File: src/rtl/em4100_decoder.sv
// em4100_decoder: Manchester bit recovery, 64-bit EM4100 frame search, row/column parity check, ID output.
// Latency: 2-flop din sync + 1 edge-detect cycle to the bit shift; id_valid/frame_err 1 cycle after that shift.
// Backpressure: none; the ID register and the one-cycle pulses are produced unconditionally.
// Ports: clk/rst (async active-high); din raw Manchester input; id last accepted ID (id[39:36] first
//        nibble sent); id_valid / frame_err / manch_err one-cycle pulses; rx_active high while locked.
// Option: EM4100_DEC_DOUBLE_READ_EN - id only updates after two consecutive identical good frames.
module em4100_decoder #(
    parameter int HALF_BIT = 16
) (
    input  logic        clk,
    input  logic        rst,
    input  logic        din,
    output logic [39:0] id,
    output logic        id_valid,
    output logic        frame_err,
    output logic        manch_err,
    output logic        rx_active
);

    localparam int EARLY = 3 * HALF_BIT / 2;
    localparam int LATE  = 5 * HALF_BIT / 2;
    localparam int TW    = $clog2(LATE + 1);

    typedef enum logic [1:0] {
        IDLE,
        WAIT_EARLY,
        WAIT_EDGE
    } state_t;

    state_t         state;
    state_t         state_nxt;
    logic [TW-1:0]  timer;
    logic [TW-1:0]  timer_nxt;

    logic           din_s1;
    logic           din_s2;
    logic           din_s3;
    logic           edge_det;

    logic [63:0]    sr;
    logic [6:0]     bit_cnt;
    logic           shift;
    logic           timeout;
    logic           chk;

    logic           hdr_ok;
    logic           stop_ok;
    logic           par_ok;
    logic [3:0]     col;
    logic [39:0]    id_frame;

`ifdef EM4100_DEC_DOUBLE_READ_EN
    logic [39:0]    cand;
    logic           cand_vld;
`endif

    assign edge_det  = din_s2 ^ din_s3;
    assign rx_active = (state != IDLE);

    // Bit recovery: only edges landing in [EARLY, LATE] after the previous
    // mid-bit edge count; bit-boundary edges fall inside WAIT_EARLY and are ignored.
    always_comb begin
        state_nxt = state;
        timer_nxt = timer;
        shift     = 1'b0;
        timeout   = 1'b0;
        case (state)
            IDLE: begin
                if (edge_det) begin
                    state_nxt = WAIT_EARLY;
                    timer_nxt = '0;
                end
            end
            WAIT_EARLY: begin
                timer_nxt = timer + 1'b1;
                if (timer == TW'(EARLY - 1)) begin
                    state_nxt = WAIT_EDGE;
                end
            end
            WAIT_EDGE: begin
                if (edge_det) begin
                    shift     = 1'b1;
                    timer_nxt = '0;
                    state_nxt = WAIT_EARLY;
                end else if (timer == TW'(LATE)) begin
                    timeout   = 1'b1;
                    timer_nxt = '0;
                    state_nxt = IDLE;
                end else begin
                    timer_nxt = timer + 1'b1;
                end
            end
            default: begin
                state_nxt = IDLE;
                timer_nxt = '0;
            end
        endcase
    end

    // Frame view of the shift register: sr[63:55] header, ten 5-bit rows
    // (nibble + even parity), sr[4:1] column parity, sr[0] stop.
    always_comb begin
        hdr_ok   = &sr[63:55];
        stop_ok  = ~sr[0];
        par_ok   = 1'b1;
        col      = sr[4:1];
        id_frame = '0;
        for (int i = 0; i < 10; i++) begin
            id_frame[39-4*i -: 4] = sr[54-5*i -: 4];
            if (^sr[54-5*i -: 5]) begin
                par_ok = 1'b0;
            end
            col = col ^ sr[54-5*i -: 4];
        end
        if (col != 4'd0) begin
            par_ok = 1'b0;
        end
    end

    always_ff @(posedge clk or posedge rst) begin
        if (rst) begin
            din_s1    <= 1'b0;
            din_s2    <= 1'b0;
            din_s3    <= 1'b0;
            state     <= IDLE;
            timer     <= '0;
            sr        <= '0;
            bit_cnt   <= '0;
            chk       <= 1'b0;
            id        <= '0;
            id_valid  <= 1'b0;
            frame_err <= 1'b0;
            manch_err <= 1'b0;
`ifdef EM4100_DEC_DOUBLE_READ_EN
            cand      <= '0;
            cand_vld  <= 1'b0;
`endif
        end else begin
            din_s1    <= din;
            din_s2    <= din_s1;
            din_s3    <= din_s2;
            state     <= state_nxt;
            timer     <= timer_nxt;
            chk       <= shift;
            id_valid  <= 1'b0;
            frame_err <= 1'b0;
            manch_err <= 1'b0;

            if (shift) begin
                // Bit value is the inverse of the level after the mid-bit edge.
                sr <= {sr[62:0], ~din_s2};
                if (bit_cnt != 7'd64) begin
                    bit_cnt <= bit_cnt + 7'd1;
                end
            end else if (timeout) begin
                manch_err <= 1'b1;
                bit_cnt   <= '0;
`ifdef EM4100_DEC_DOUBLE_READ_EN
                cand_vld  <= 1'b0;
`endif
            end else if (chk && (bit_cnt == 7'd64) && hdr_ok && stop_ok) begin
                if (par_ok) begin
                    bit_cnt <= '0;
`ifdef EM4100_DEC_DOUBLE_READ_EN
                    if (cand_vld && (cand == id_frame)) begin
                        id       <= id_frame;
                        id_valid <= 1'b1;
                        cand_vld <= 1'b0;
                    end else begin
                        cand     <= id_frame;
                        cand_vld <= 1'b1;
                    end
`else
                    id       <= id_frame;
                    id_valid <= 1'b1;
`endif
                end else begin
                    // Keep bit_cnt at 64 so the window keeps sliding toward the next header.
                    frame_err <= 1'b1;
                end
            end
        end
    end

endmodule

File: config.mk
export PLATFORM = sky130hd
export DESIGN_NAME = em4100_decoder
export DESIGN_NICKNAME = d
export VERILOG_FILES = /design/src/rtl/em4100_decoder.sv
export SDC_FILE = /design/constraint.sdc
export NUM_CORES = 1
export LEC_CHECK = 0
export ABC_AREA = 1
export BUFFER_PORTS_ARGS = -buffer_cell sky130_fd_sc_hd__buf_2
export CORE_ASPECT_RATIO = 0.9
export CORE_UTILIZATION = 45
export DETAILED_ROUTE_END_ITERATION = 8
export PLACE_DENSITY_LB_ADDON = 0.2
export SYNTH_ARGS = -nofsm -noshare
export SYNTH_HDL_FRONTEND = slang
export SYNTH_SLANG_ARGS = --single-unit
File: constraint.sdc
create_clock -name clk -period 5.4 [get_ports clk]
set_clock_uncertainty 0.1 [all_clocks]
set_input_delay 0.27 -clock clk [delete_from_list [all_inputs] [get_ports clk]]
set_output_delay 0.27 -clock clk [all_outputs]
set_load 0.1 [all_outputs]
==> flow_summary.yaml, run 1 <==
route:
  ant_nets: 0
  detail_route.wl_per_cell_um: 12.6
  vias: 5166
  drt-initial-drc-count: 369
  firstDrtPassIters: 5
  totalWireLength_mm: 13.6
  drc_errors: 0
  avgViaCountPerCell: 4.77
clock_tree:
  numCtsBuffers: 17
  cts_num_sinks: 126
  ctsHtreeMaxLevel: 4
  ctsRootBufferMaster: "sky130_fd_sc_hd__clkbuf_16"
  postCtsSetupRepairBufs: 0
  clock_tree_from_tritoncts: "yes"
  path_clk_slew_ns: 0.06
  max-clock-path-buffers: 2
  cts_resized: 0
  clock_insertion_delay_worst_skew_ns: 0.42
floorplanning:
  core_area_sq_mm: 0.0136
  floorplan.die.width_um: 127
  floorplan.rows: 40
  chipHeight_um: 115
  ios: 47
  die_area_sq_mm: 0.0147
  floorplan.initialDensity: 0.470
critical_path:
  worst_path_buf_inv: 2
  timing.critical_path.fanout_max: 42
  worstSetupStartpointType: "flop"
  worst_ep_arrival_time_ns: 3.23
  crit_top_cell: "sky130_fd_sc_hd__nand2_1"
  cp_cell_sequence: "nand2_1 > inv_1 > nor2_1 > nand2_1 > nand3b_1 > nand2_1 > nand2_1 > nand2_1 > nor2_1 > nand2_1 > nor2_1 > nand2_1 > inv_2 > nand2_4 > nand2_1 > nand2_1"
  crit_path_top_delay_cell: "sky130_fd_sc_hd__inv_2"
  critPathMaxStageDelay_ns: 0.58
  crit_type: "reg -> reg"
  cpLargestDelayFamily: "simple AND/OR/NAND/NOR gates"
  cp_data_required_time_ns: 5.61
  critPathCaptureType: "flop"
layout:
  total_area_of_multi_input_combinational_cells_sq_mm: 0.00268
  n_fill_cell: 1303
  post_route_cells_drive_above_1_share: 0.101
  finalCoreUtilization: 0.537
  diodes: 0
  final_nets: 891
  layout.cells.most_common_list: "sky130_fd_sc_hd__nand2_1, sky130_fd_sc_hd__dfrtp_1, sky130_fd_sc_hd__nand3_1, sky130_fd_sc_hd__inv_1, sky130_fd_sc_hd__o21ai_0"
  ff_latch_area_sq_mm: 0.00315
  area_growth_syn_to_layout_pct: 14.3
  layout_commonest_cell: "sky130_fd_sc_hd__nand2_1"
place:
  place.port_buffers: 46
  dp_slack_ns: 2.35
  place_congestion: 0.848
  detailedPlacementHpwl_mm: 9.09
grt:
  initial_antenna_violation_count: 0
  first_global_vias: 4887
  grt_overflow_total: 0
  grt_util_all_layers: 0.207
  grt_max_degree: 107
  grt_first_pass_wirelength_mm: 23.4
power:
  leakage_nw: 3.95
  worst_ir_drop_vdd_uv: 303
  p_per_area_mw_per_mm2: 385
logic_synthesis:
  synth_simple_gate_area_share: 0.310
  synth-async-reset-ratio: 1.00
  synthesis.nets: 856
  mappedNetlistArea_sq_mm: 0.00638
  synth_top_family_by_area: "simple AND/OR/NAND/NOR gates"
  synth_compound_area_frac: 0.0594
  syn-mean-instance-area_sq_um: 7.55
  synthFlopType: "sky130_fd_sc_hd__dfrtp_1"
  synth_xor_area_frac: 0.0330
  postSynthRegisterBits: 126
  yosys_warnings: 0
  synthCells: 845
  synth_cell_type_count: 31
  yosys.area_share.adder: 0.0157
  post_synth_main_area_contributors: "sky130_fd_sc_hd__dfrtp_1, sky130_fd_sc_hd__nand2_1, sky130_fd_sc_hd__nand3_1"
  synth_edf_count: 0
  synth_area_leader_cell: "sky130_fd_sc_hd__dfrtp_1"
  synth_top_area_share: 0.494
  synthMuxAreaShare: 0
  synth_sequential_area_ratio: 0.494
sta:
  maxSlewHeadroom: 0.319
  final.min_clock_period_ns: 3.01
  finalSetupViolCount: 0
  report.final.hold_viol_count: 3
  post-route-period-util: 0.558
  finalMaxSlewViolations: 0
  final_critical_path_setup_slack_ns: 2.39
  worst-slew-pin-transition_ns: 1.02
  hold_slack_ns: -0.00713
  fmax_mhz: 332
  unrepaired_setup_endpoints_after_global_routing: "false"
  setup-tns-final_ns: 0
run_status:
  outcome: "complete, but fails checks"
  failed_checks: "hold timing"
worst_hold_path:
  hold_wc_path_type: "in -> async"
run:
  cap_violations: 0
## per-layer routing
metal / GRT usage / wire length (um)
met1: 0.278 / 6710
met2: 0.326 / 6180
met3: 0.0479 / 526
met4: 0.0833 / 219
met5: 0 / 0
## worst paths after layout
kind | startpoint | to | slack (ns) | cells after the start
worst min-delay path | rst | id[35] | -0.007 | 2
worst min register to register | din_s1 | din_s2 | 0.26 | 0
max in group asynchronous | rst | id[13] | 4.07 | 3
worst max register to register | sr[46] | id[39] | 2.39 | 16
worst max-delay path | sr[46] | id[39] | 2.39 | 16
min in group clk | din_s1 | din_s2 | 0.26 | 0
## synthesized netlist by cell type (all sizes together) (4+ instances only)
cell,instances
a21oi,5
buf,16
clkbuf,17
dfrtp,126
ha,8
inv,96
nand2,339
nand3,92
nand3b,4
nand4,7
nor2,34
o21ai,64
xnor2,13
xor2,11
## kinds of logic (layout without fill, tap and decap cells)
kind of cell / after synthesis / in the layout
simple gates: 482 / 482
xor+xnor: 24 / 24
fa+ha+maj: 8 / 8
flops: 126 / 126
buf+inv: 132 / 180
compound gates: 73 / 73
## metrics by stage
| stage | power (mW) | area (sq um) | std cells | hold slack [ns] |
|---|---|---|---|---|
| final | 2.80 | 7290 | 1082 | -0.00713 |
| after global routing | 2.95 | 7290 | 1082 | 0.0992 |
| after CTS | 2.83 | 7290 | 1082 | 0.0399 |
| after detailed placement | 1.69 | 6690 | 1049 | 0.249 |
| after global placement | 1.68 | 6690 | 1049 | 0.232 |
| after floorplan | 1.59 | 6380 | 845 | 0.201 |
## final cells by class
| type | instances | area share |
|---|---|---|
| Sequential cell | 126 | 0.433 |
| Multi-Input combinational cell | 587 | 0.368 |
| Clock buffer | 26 | 0.0699 |
| Inverter | 99 | 0.0513 |
| Timing Repair Buffer | 49 | 0.0350 |
| Tap cell | 189 | 0.0324 |
| Clock inverter | 6 | 0.0110 |
## repair_timing
| item | 4_1_cts | 5_1_grt |
|---|---|---|
| hold buffers | 1 | 0 |
| hold endpoints to repair | 1 | 0 |
| setup endpoints to repair | 0 | 0 |
## state kept, by name (all words and copies together) (netlist names), 2 cells and up
name / count
sr: 64
id: 40
bit_cnt: 7
timer: 6
state: 2
## power breakdown
part | switching [mW] | internal, mW | total [mW] | leakage, nW
Combinational | 0.496 | 0.138 | 0.634 | 1.91
Sequential | 0.0439 | 0.989 | 1.03 | 1.75
Clock | 0.399 | 0.737 | 1.14 | 0.294
Total | 0.939 | 1.86 | 2.80 | 3.95
Power figures use the tool's default switching activity.
==> inputs of run 2 (changes only) <==
==> constraint.sdc (replaced) <==
create_clock -name clk -period 2.5 [get_ports clk]
set_clock_uncertainty 0.1 [all_clocks]
set_input_delay 0.125 -clock clk [delete_from_list [all_inputs] [get_ports clk]]
set_output_delay 0.125 -clock clk [all_outputs]
set_load 0.1 [all_outputs]
==> run 2 against run 1 <==
  * Worst hold slack gained 0.26 ns
  * Core utilization increased by 0.82 points
  * Die area did not move
  * Wire length increased by 1.8%
  * Cell count grew 0.55%
  * Worst setup slack got worse by 2.1 ns
  * First-iteration DRC count is 1.9% higher
  * Design area increased by 1.5%
  * Global-route usage increased by 0.073 points
  * Flip-flop and latch count unchanged
  * The flow now finishes without violations
  * Largest cell class unchanged
  * Clock power increased by 110%
==> flow_summary.yaml, run 2 (same netlist as run 1, synthesis figures left out) <==
run_status:
  outcome: "finished, final reports clean"
sta:
  setup-tns-final_ns: 0
  final.min_clock_period_ns: 2.20
  unrepaired_setup_endpoints_after_global_routing: "false"
  report.final.hold_viol_count: 0
  worst-slew-pin-transition_ns: 0.652
  maxSlewHeadroom: 0.565
  fmax_mhz: 455
  finalMaxSlewViolations: 0
  post-route-period-util: 0.879
  finalSetupViolCount: 0
critical_path:
  timing.critical_path.fanout_max: 41
  worst_r2r_path_depth: 16
  worst_path_buf_inv: 3
  crit-reg2reg-capture: "id[37]"
  cp_data_required_time_ns: 2.70
  critPathMaxStageDelay_ns: 0.45
  crit_type: "reg -> reg"
  r2r_slack_ns: 0.30
  cp-startpoint: "sr[27]"
  r2r-start: "sr[27]"
  critical_path_cell_count: 16
  worst_ep_arrival_time_ns: 2.40
  cp_cell_sequence: "nor2_1 > inv_1 > nand2_1 > nand2_1 > nand2_1 > inv_2 > nand2_1 > nand3_1 > nand3_1 > nand2_1 > nor2_1 > nand2_1 > inv_2 > nand2_8 > nand2_1 > nand2_1"
  crit_top_cell: "sky130_fd_sc_hd__nand2_1"
  crit_path_end: "id[37]"
  crit_path_top_delay_cell: "sky130_fd_sc_hd__dfrtp_1"
  cpLargestDelayFamily: "simple AND/OR/NAND/NOR gates"
  worstSetupStartpointType: "flop"
  critPathCaptureType: "flop"
floorplanning:
  die_area_sq_mm: 0.0147
  floorplan.initialDensity: 0.470
  floorplan.die.width_um: 127
  ios: 47
  core_area_sq_mm: 0.0136
  chipHeight_um: 115
  floorplan.rows: 40
grt:
  grt_max_degree: 127
  first_global_vias: 5004
  initial_antenna_violation_count: 0
  grt_overflow_total: 0
  grt_util_all_layers: 0.208
  grt_first_pass_wirelength_mm: 23.7
clock_tree:
  ctsHtreeMaxLevel: 4
  max-clock-path-buffers: 2
  cts_num_sinks: 126
  numCtsBuffers: 17
  path_clk_slew_ns: 0.05
  clock_insertion_delay_worst_skew_ns: 0.41
  ctsRootBufferMaster: "sky130_fd_sc_hd__clkbuf_16"
  postCtsSetupRepairBufs: 0
  clock_tree_from_tritoncts: "yes"
layout:
  layout_commonest_cell: "sky130_fd_sc_hd__nand2_1"
  layout_top_registers: "sr: 64 flops, id: 40 flops, bit_cnt: 7 flops"
  final_nets: 899
  number_of_flip_flops_in_the_largest_register: 64
  registers.top_by_ff_count: "sr"
  area_growth_syn_to_layout_pct: 16.0
  diodes: 0
  post_route_cells_drive_above_1_share: 0.109
  layout.cells.most_common_list: "sky130_fd_sc_hd__nand2_1, sky130_fd_sc_hd__dfrtp_1, sky130_fd_sc_hd__nand3_1, sky130_fd_sc_hd__inv_1, sky130_fd_sc_hd__o21ai_0"
power:
  leakage_nw: 3.98
  power_share_of_the_sequential_group: 0.356
  switching_power_mw: 2.07
  fin_total_pwr_mw: 6.26
  fraction_of_power_spent_switching_nets: 0.331
  p_per_area_mw_per_mm2: 846
  power.share.clock: 0.388
  worst_ir_drop_vdd_uv: 871
  combinational_power_share: 0.256
  power.internal_mw: 4.19
route:
  drt-initial-drc-count: 376
  totalWireLength_mm: 13.9
  ant_nets: 0
  vias: 5208
  drc_errors: 0
  avgViaCountPerCell: 4.79
  firstDrtPassIters: 4
  detail_route.wl_per_cell_um: 12.8
place:
  place.port_buffers: 46
  place_congestion: 0.844
  detailedPlacementHpwl_mm: 9.31
worst_hold_path:
  hold_wc_path_type: "in -> reg"
run:
  cap_violations: 0
==> run 2: changes by cell type in the layout (fill, tap and decap cells not counted), sizes merged <==
cell         change
clkinvlp         +3
dlygate4sd3      +1
buf              +7
clkbuf           -1
clkinv           -3
inv              -1
==> run 2: worst min path at each step <==
| stage | start | end | slack (ns) | cells past startpoint |
|---|---|---|---|---|
| 6_report | din | din_s1 | 0.25 | 2 |
| 2_1_floorplan | din | din_s1 | 0.06 | 0 |
| 5_1_grt | din_s1 | din_s2 | 0.25 | 0 |
| 3_3_place_gp | din | din_s1 | 0.13 | 1 |
| 4_1_cts | din | din_s1 | 0.23 | 2 |
| 3_5_place_dp | din | din_s1 | 0.13 | 1 |
==> run 2: power groups by stage <==
stage	logic (mW)	registers, mW	clock network [mW]
global placement	1.57	2.27	0
detailed placement	1.58	2.26	0
floorplan	1.20	2.24	0
CTS	1.60	2.23	2.48
global route	1.80	2.25	2.56
finish	1.60	2.23	2.43
==> run 2: metal layers <==
metal	wire length, um	vias up	track usage
met3	473	19	0.0479
met1	6860	2410	0.279
li1	-	2717	-
met4	224	0	0.0762
met5	0	-	0
met2	6320	62	0.331
==> run 2: repair_timing <==
item | 4_1_cts | 5_1_grt
hold buffers | 2 | 0
gates resized for setup | 0 | 3
endpoints found under the setup margin | 0 | 47
endpoints found under the hold margin | 127 | 0
==> run 2: final cells by class <==
| type | count | area (sq um) |
|---|---|---|
| Fill cell | 1297 | 6160 |
| Sequential cell | 126 | 3150 |
| Multi-Input combinational cell | 587 | 2700 |
| Clock buffer | 25 | 505 |
| Inverter | 99 | 375 |
| Timing Repair Buffer | 57 | 355 |
| Tap cell | 189 | 236 |
| Clock inverter | 5 | 80.1 |
==> run 2: per-stage QoR <==
stage	util	cell area, sq um	setup slack [ns]	std cells	hold WS (ns)
4_1_cts	0.545	7390	0.169	1088	0.232
3_5_place_dp	0.500	6780	0.198	1056	0.135
2_1_floorplan	-	6380	0.406	845	0.0564
3_3_place_gp	0.500	6780	0.252	1056	0.134
5_1_grt	0.546	7400	0.0157	1088	0.254
6_report	0.546	7400	0.303	1088	0.250
